$ cat src/rtl/muldiv_sequencer_pkg.sv
// -----------------------------------------------------------------------------
// muldiv_sequencer_pkg
// Shared definitions for the multiply/divide sequencer: op codes, FSM state
// encoding, HI/LO mux select values and a small state-class helper.
// -----------------------------------------------------------------------------
package muldiv_sequencer_pkg;

  // Op codes issued by control; 2'b1x is illegal
  localparam logic [1:0] OP_MULT = 2'b00;
  localparam logic [1:0] OP_DIV  = 2'b01;

  // HI/LO mux select values
  localparam logic SEL_DIV  = 1'b0;
  localparam logic SEL_MULT = 1'b1;

  typedef enum logic [2:0] {
    IDLE     = 3'd0,
    MULT_RUN = 3'd1,
    DIV_RUN  = 3'd2,
    WB       = 3'd3,
    EXC      = 3'd4
  } state_e;

  // True for the two states in which a unit is iterating
  function automatic logic is_run(input state_e s);
    return (s == MULT_RUN) || (s == DIV_RUN);
  endfunction

endpackage

$ cat src/rtl/muldiv_timeout_cnt.sv
// -----------------------------------------------------------------------------
// muldiv_timeout_cnt
// Saturating cycle counter used to bound how long a RUN state may last.
// Ports:
//   clock_i     rising-edge clock
//   reset_i     synchronous active-high reset (clears the count)
//   clear_i     synchronous clear, priority over enable
//   en_i        count enable
//   count_o     current count, saturates at TIMEOUT_CYCLES
//   terminal_o  high while count_o == TIMEOUT_CYCLES-1
// -----------------------------------------------------------------------------
module muldiv_timeout_cnt #(
  parameter int TIMEOUT_CYCLES = 40,
  parameter int CNT_W          = 6
) (
  input  logic             clock_i,
  input  logic             reset_i,
  input  logic             clear_i,
  input  logic             en_i,
  output logic [CNT_W-1:0] count_o,
  output logic             terminal_o
);

  localparam logic [CNT_W-1:0] CNT_MAX  = CNT_W'(TIMEOUT_CYCLES);
  localparam logic [CNT_W-1:0] CNT_TERM = CNT_W'(TIMEOUT_CYCLES - 1);

  logic [CNT_W-1:0] count_q;

  // Count register: clear wins, then increment until saturation
  always_ff @(posedge clock_i) begin
    if (reset_i || clear_i) begin
      count_q <= {CNT_W{1'b0}};
    end else if (en_i && (count_q != CNT_MAX)) begin
      count_q <= count_q + CNT_W'(1);
    end else begin
      count_q <= count_q;
    end
  end

  assign count_o    = count_q;
  assign terminal_o = (count_q == CNT_TERM);

endmodule

$ cat src/rtl/muldiv_sequencer.sv
// -----------------------------------------------------------------------------
// muldiv_sequencer
// Sequences the iterative multiplier/divider for one control request: pulses
// start, waits for the matching done, then commits HI/LO in a one-cycle WB
// state or reports div0/timeout in a one-cycle EXC state. All outputs are
// registered.
// Ports:
//   clock, reset                 clock and synchronous active-high reset
//   op_valid, op_code            request strobe and op (00 MULT, 01 DIV)
//   flush                        abort any in-flight op, no commit
//   mult_done, div_done, div0    unit status
//   mult_start, div_start        one-cycle start pulses
//   hi_sel, lo_sel               HI/LO source (0 divider, 1 multiplier)
//   write_hi, write_lo, op_done  commit strobes (WB cycle)
//   busy                         stall to control (any state but IDLE)
//   exc_div0, exc_timeout        one-cycle exception pulses
//   op_err                       one-cycle illegal op_code pulse
//   cycle_count                  cycles elapsed in the current RUN state
// -----------------------------------------------------------------------------
module muldiv_sequencer
  import muldiv_sequencer_pkg::*;
#(
  parameter int TIMEOUT_CYCLES = 40,
  parameter int CNT_W          = 6
) (
  input  logic             clock,
  input  logic             reset,
  input  logic             op_valid,
  input  logic [1:0]       op_code,
  input  logic             flush,
  input  logic             mult_done,
  input  logic             div_done,
  input  logic             div0,
  output logic             mult_start,
  output logic             div_start,
  output logic             hi_sel,
  output logic             lo_sel,
  output logic             write_hi,
  output logic             write_lo,
  output logic             busy,
  output logic             op_done,
  output logic             exc_div0,
  output logic             exc_timeout,
  output logic             op_err,
  output logic [CNT_W-1:0] cycle_count
);

  state_e state_q, state_d;
  logic   mult_start_q, div_start_q;
  logic   hi_sel_q, lo_sel_q;
  logic   write_q, op_done_q, busy_q;
  logic   exc_div0_q, exc_timeout_q, op_err_q;
  logic   exc_div0_d, exc_timeout_d, op_err_d;
  logic   cnt_clear_s, cnt_en_s, cnt_term_s;

  // Next-state decode; flush is tested first so it beats done/div0/timeout
  always_comb begin
    state_d       = state_q;
    exc_div0_d    = 1'b0;
    exc_timeout_d = 1'b0;
    op_err_d      = 1'b0;
    case (state_q)
      IDLE: begin
        if (op_valid && !flush) begin
          if (op_code == OP_MULT) begin
            state_d = MULT_RUN;
          end else if (op_code == OP_DIV) begin
            state_d = DIV_RUN;
          end else begin
            op_err_d = 1'b1;
          end
        end else begin
          state_d = IDLE;
        end
      end
      MULT_RUN: begin
        // mult_start_q marks the start cycle, where a done is stale
        if (flush) begin
          state_d = IDLE;
        end else if (mult_done && !mult_start_q) begin
          state_d = WB;
        end else if (cnt_term_s) begin
          state_d       = EXC;
          exc_timeout_d = 1'b1;
        end else begin
          state_d = MULT_RUN;
        end
      end
      DIV_RUN: begin
        if (flush) begin
          state_d = IDLE;
        end else if (div0) begin
          state_d    = EXC;
          exc_div0_d = 1'b1;
        end else if (div_done && !div_start_q) begin
          state_d = WB;
        end else if (cnt_term_s) begin
          state_d       = EXC;
          exc_timeout_d = 1'b1;
        end else begin
          state_d = DIV_RUN;
        end
      end
      WB:      state_d = IDLE;
      EXC:     state_d = IDLE;
      default: state_d = IDLE;
    endcase
  end

  // Counter runs only while staying in RUN; entering IDLE or RUN zeroes it
  assign cnt_clear_s = (state_q == IDLE) || (state_d == IDLE);
  assign cnt_en_s    = is_run(state_q) && (state_d == state_q);

  muldiv_timeout_cnt #(
    .TIMEOUT_CYCLES (TIMEOUT_CYCLES),
    .CNT_W          (CNT_W)
  ) u_timeout_cnt (
    .clock_i    (clock),
    .reset_i    (reset),
    .clear_i    (cnt_clear_s),
    .en_i       (cnt_en_s),
    .count_o    (cycle_count),
    .terminal_o (cnt_term_s)
  );

  // FSM state and registered outputs, all derived from the upcoming state
  always_ff @(posedge clock) begin
    if (reset) begin
      state_q       <= IDLE;
      mult_start_q  <= 1'b0;
      div_start_q   <= 1'b0;
      hi_sel_q      <= 1'b0;
      lo_sel_q      <= 1'b0;
      write_q       <= 1'b0;
      op_done_q     <= 1'b0;
      busy_q        <= 1'b0;
      exc_div0_q    <= 1'b0;
      exc_timeout_q <= 1'b0;
      op_err_q      <= 1'b0;
    end else begin
      state_q      <= state_d;
      mult_start_q <= (state_q == IDLE) && (state_d == MULT_RUN);
      div_start_q  <= (state_q == IDLE) && (state_d == DIV_RUN);
      // Selects are latched at accept and held through WB
      if ((state_q == IDLE) && is_run(state_d)) begin
        hi_sel_q <= (state_d == MULT_RUN) ? SEL_MULT : SEL_DIV;
        lo_sel_q <= (state_d == MULT_RUN) ? SEL_MULT : SEL_DIV;
      end else begin
        hi_sel_q <= hi_sel_q;
        lo_sel_q <= lo_sel_q;
      end
      write_q       <= (state_d == WB);
      op_done_q     <= (state_d == WB);
      busy_q        <= (state_d != IDLE);
      exc_div0_q    <= exc_div0_d;
      exc_timeout_q <= exc_timeout_d;
      op_err_q      <= op_err_d;
    end
  end

  assign mult_start  = mult_start_q;
  assign div_start   = div_start_q;
  assign hi_sel      = hi_sel_q;
  assign lo_sel      = lo_sel_q;
  assign write_hi    = write_q;
  assign write_lo    = write_q;
  assign op_done     = op_done_q;
  assign busy        = busy_q;
  assign exc_div0    = exc_div0_q;
  assign exc_timeout = exc_timeout_q;
  assign op_err      = op_err_q;

endmodule

$ cat config.mk
export PLATFORM = sky130hd
export DESIGN_NAME = muldiv_sequencer
export DESIGN_NICKNAME = d
export VERILOG_FILES = /design/src/rtl/muldiv_sequencer_pkg.sv /design/src/rtl/muldiv_timeout_cnt.sv /design/src/rtl/muldiv_sequencer.sv
export SDC_FILE = /design/constraint.sdc
export NUM_CORES = 1
export LEC_CHECK = 0
export ABC_AREA = 1
export BUFFER_PORTS_ARGS = -buffer_cell sky130_fd_sc_hd__buf_2
export CAP_MARGIN = 25
export CORE_MARGIN = 2
export CORE_UTILIZATION = 40
export CTS_BUF_LIST = sky130_fd_sc_hd__clkbuf_8
export DETAILED_ROUTE_END_ITERATION = 8
export REMOVE_ABC_BUFFERS = 1
export SETUP_SLACK_MARGIN = 0.2
export SKIP_LAST_GASP = 1
export SYNTH_ARGS = -nofsm -noshare
export SYNTH_HDL_FRONTEND = slang
export SYNTH_SLANG_ARGS = --single-unit
$ cat constraint.sdc
create_clock -name clock -period 1.75 [get_ports clock]
set_input_delay 0.175 -clock clock [delete_from_list [all_inputs] [get_ports clock]]
set_output_delay 0.175 -clock clock [all_outputs]
set_load 0.02 [all_outputs]
==> impl_metrics.csv <==
group,metric,value,unit
final_layout,post-route-util,61.3,%
setup_path,cp_max_fo,6,
route,remaining_drc_errors,0,
setup_path,cp.arrival,1.84,ns
floorplanning,die_h,52.4,um
sta,rsz0062_at_grt,"true",
sta,final.min_clock_period,1.65,ns
setup_path,cp-end-kind,"flop",
sta,fmax,0.605,GHz
synthesis,ys_async_sr_fraction,0,%
cts,clock-sinks,17,
final_layout,final_common_cell,"buf_2",
floorplanning,core_area,2210,um2
route,highest-signal-layer,"met4",
pwr,power_density,593,nW/um2
setup_path,critical_path_class,"flop to flop",
final_layout,stdcell_count,207,
final_layout,drive_gt1_share,48.0,%
synthesis,synth_seq_cells,17,
sta,fin_setup_tns,0,ns
setup_path,crit_path_end,"u_timeout_cnt.count_o[2]",
setup_path,r2r.worst_path.cells,11,
floorplanning,start_util,42.4,%
route,vias,988,
pwr,power,0.000804,W
setup_path,rrSetupSlack,0.1,ns
sta,clock_skew,0.00801,ns
synthesis,syn_area,938,um2
synthesis,synth_cells,134,
route,avgViaCountPerCell,4.77,
sta,tightest_slew,0.307,ns
cts,cts_tree,"done",
global_routing,grt_start_max_net_pins,12,
setup_path,crit_start,"state_q[1]",
route,drtIter0Drc,12,
global_routing,antenna_found_initial,0,
sta,finalHoldViolCount,0,
global_routing,grt_pass1_vias,854,
setup_path,required,1.94,ns
sta,worst_hold_slack,0.183,ns
worst_hold_path,min_from,"op_code[1]",
cts,clk_pin_slew,0.07,ns
floorplanning,fp.dieW,52.4,um
route,wl_met1,1090,um
setup_path,startpoint_type,"flop",
sta,finalCritPeriodShare,94.5,%
route,dr.pass1.iters,4,
synthesis,yosys_warnings,0,
placed_design,io_buffer_count,25,
cts,htree_levels,1,
cts,insertion_delay,0.26,ns
sta,finalSetupViolCount,0,
worst_hold_path,min_path_type,"primary input to flop",
setup_path,worstReg2RegEnd,"u_timeout_cnt.count_o[2]",
global_routing,grt.overflow.total,0,
pwr,irDropWorstVdd,670,uV
cts,cts_buffer_depth,2,
final_layout,mostFrequentLayoutCells,"buf_2 (25), nand2_1 (23), buf_4 (20)",
sta,slew_headroom,79.5,%
synthesis,ys_types,23,
final_layout,area_delta_synth_final,44.5,%
cts,cts_root_buf,"clkbuf_8",
pwr,cellLeakagePower,0.643,nW
placed_design,dp.cells,191,
global_routing,grt_util_all_layers,19.1,%
route,wire_per_inst,11.8,um
final_layout,nNetsFinal,191,
flow_run,maxCapViolCount,0,
outcome,status,"finished clean",
floorplanning,rows,17,
synthesis,synth_edf_count,0,
sta,maxSlewViolCount,0,
cts,numCtsBuffers,3,
route,met3_length,146,um
floorplanning,dieArea,2750,um2
route,wl,2440,um
placed_design,hpwl,1670,um
final_layout,num_antenna_cells,0,
route,met2WireLength,1160,um
synthesis,avgSynthCellArea,7.00,um2
global_routing,grt_pass1_wl,3800,um
synthesis,synth_flop_cell,"dfxtp_1",
synthesis,yosysSeqAreaShare,36.3,%
floorplanning,ios,26,
route,ant_nets,0,
setup_path,timing.rr.start,"state_q[1]",
placed_design,routabilityCongestion,0.873,
==> state kept, by name, indices dropped and copies added, names as in the netlist <==
name and cells:
mult_start 1, op_done 1, lo_sel 1, state_q 3
u_timeout_cnt.count_o 6, exc_timeout 1, exc_div0 1, op_err 1
busy 1, div_start 1
==> critical path, stage by stage (launching register included) <==
cell and delay, ns:
dfxtp_2 0.35, inv_2 0.12, nand3_2 0.13, nor2_4 0.14, nand2_1 0.06, a21oi_1 0.13, nand2_1 0.11, nor2_4 0.20
nand3_4 0.13, nand2_1 0.09, inv_1 0.04, nor2_1 0.09
==> through the flow <==
stage	cell area (um2)	worst slack, ns
final	1360	0.0964
after global routing	1360	-0.0470
after CTS	1330	0.158
after detailed placement	1130	0.0587
after global placement	1130	0.0871
after floorplan	912	0.00555
==> synthesized netlist by cell type (3+ instances only) <==
library cell | count | share of area [%]
inv_2 | 3 | 1.2
nor2_4 | 3 | 3.6
a21oi_1 | 8 | 4.3
nor2_2 | 3 | 2.0
nand2_1 | 26 | 10
nor2_1 | 18 | 7.2
dfxtp_1 | 17 | 36
nand2_2 | 6 | 4.0
nor3_1 | 3 | 1.6
nand4_1 | 5 | 3.3
buf_4 | 3 | 2.4
inv_1 | 14 | 5.6
nand3_1 | 12 | 6.4
==> how the worst min path moves through the flow <==
stage,slack [ns],cells after the start,to
after floorplan,0.24,1,exc_timeout
after global placement,0.45,3,op_err
after detailed placement,0.45,3,op_err
after CTS,0.18,3,op_err
after global routing,0.19,3,op_err
final,0.18,3,op_err
==> metal layers <==
layer / vias to the layer above / track usage, %
li1: 516 / -
met1: 441 / 24.6
met2: 27 / 29.6
met3: 4 / 6.29
met4: 0 / 6.84
met5: - / 0
==> power breakdown <==
part / total, W / internal (W) / switching (W) / leakage (nW)
Clock: 0.000303 / 0.000160 / 0.000143 / 0.0217
Combinational: 0.000106 / 0.0000375 / 0.0000683 / 0.482
Sequential: 0.000396 / 0.000392 / 0.00000332 / 0.140
Total: 0.000804 / 0.000590 / 0.000214 / 0.643
==> layout make-up <==
type | instances | area, um2
clock buffers | 3 | 41.3
well taps | 28 | 35.0
clock inverters | 1 | 7.51
multi-input cells | 95 | 582
inverters | 18 | 68.8
flip-flops and latches | 17 | 347
repair buffers | 45 | 275
fillers | 199 | 856
==> kinds of logic (layout without fill, tap and decap cells) <==
logic type	after synthesis	count (layout)	synth area share, %
AOI/OAI and AO/OA	10	10	5.33
DFF	17	17	36.3
xor gates and xnor gates	3	3	2.80
and+or+nand+nor	80	80	42.8
buffers and inverters	22	67	10.1
adders and majority gates	2	2	2.67
==> what timing repair did <==
item,CTS,global route
endpoints found under the setup margin,7,6
gates resized for setup,20,4
hold buffers,0,0
setup buffers,11,1
pin swaps,8,3
Power figures use the tool's default switching activity.
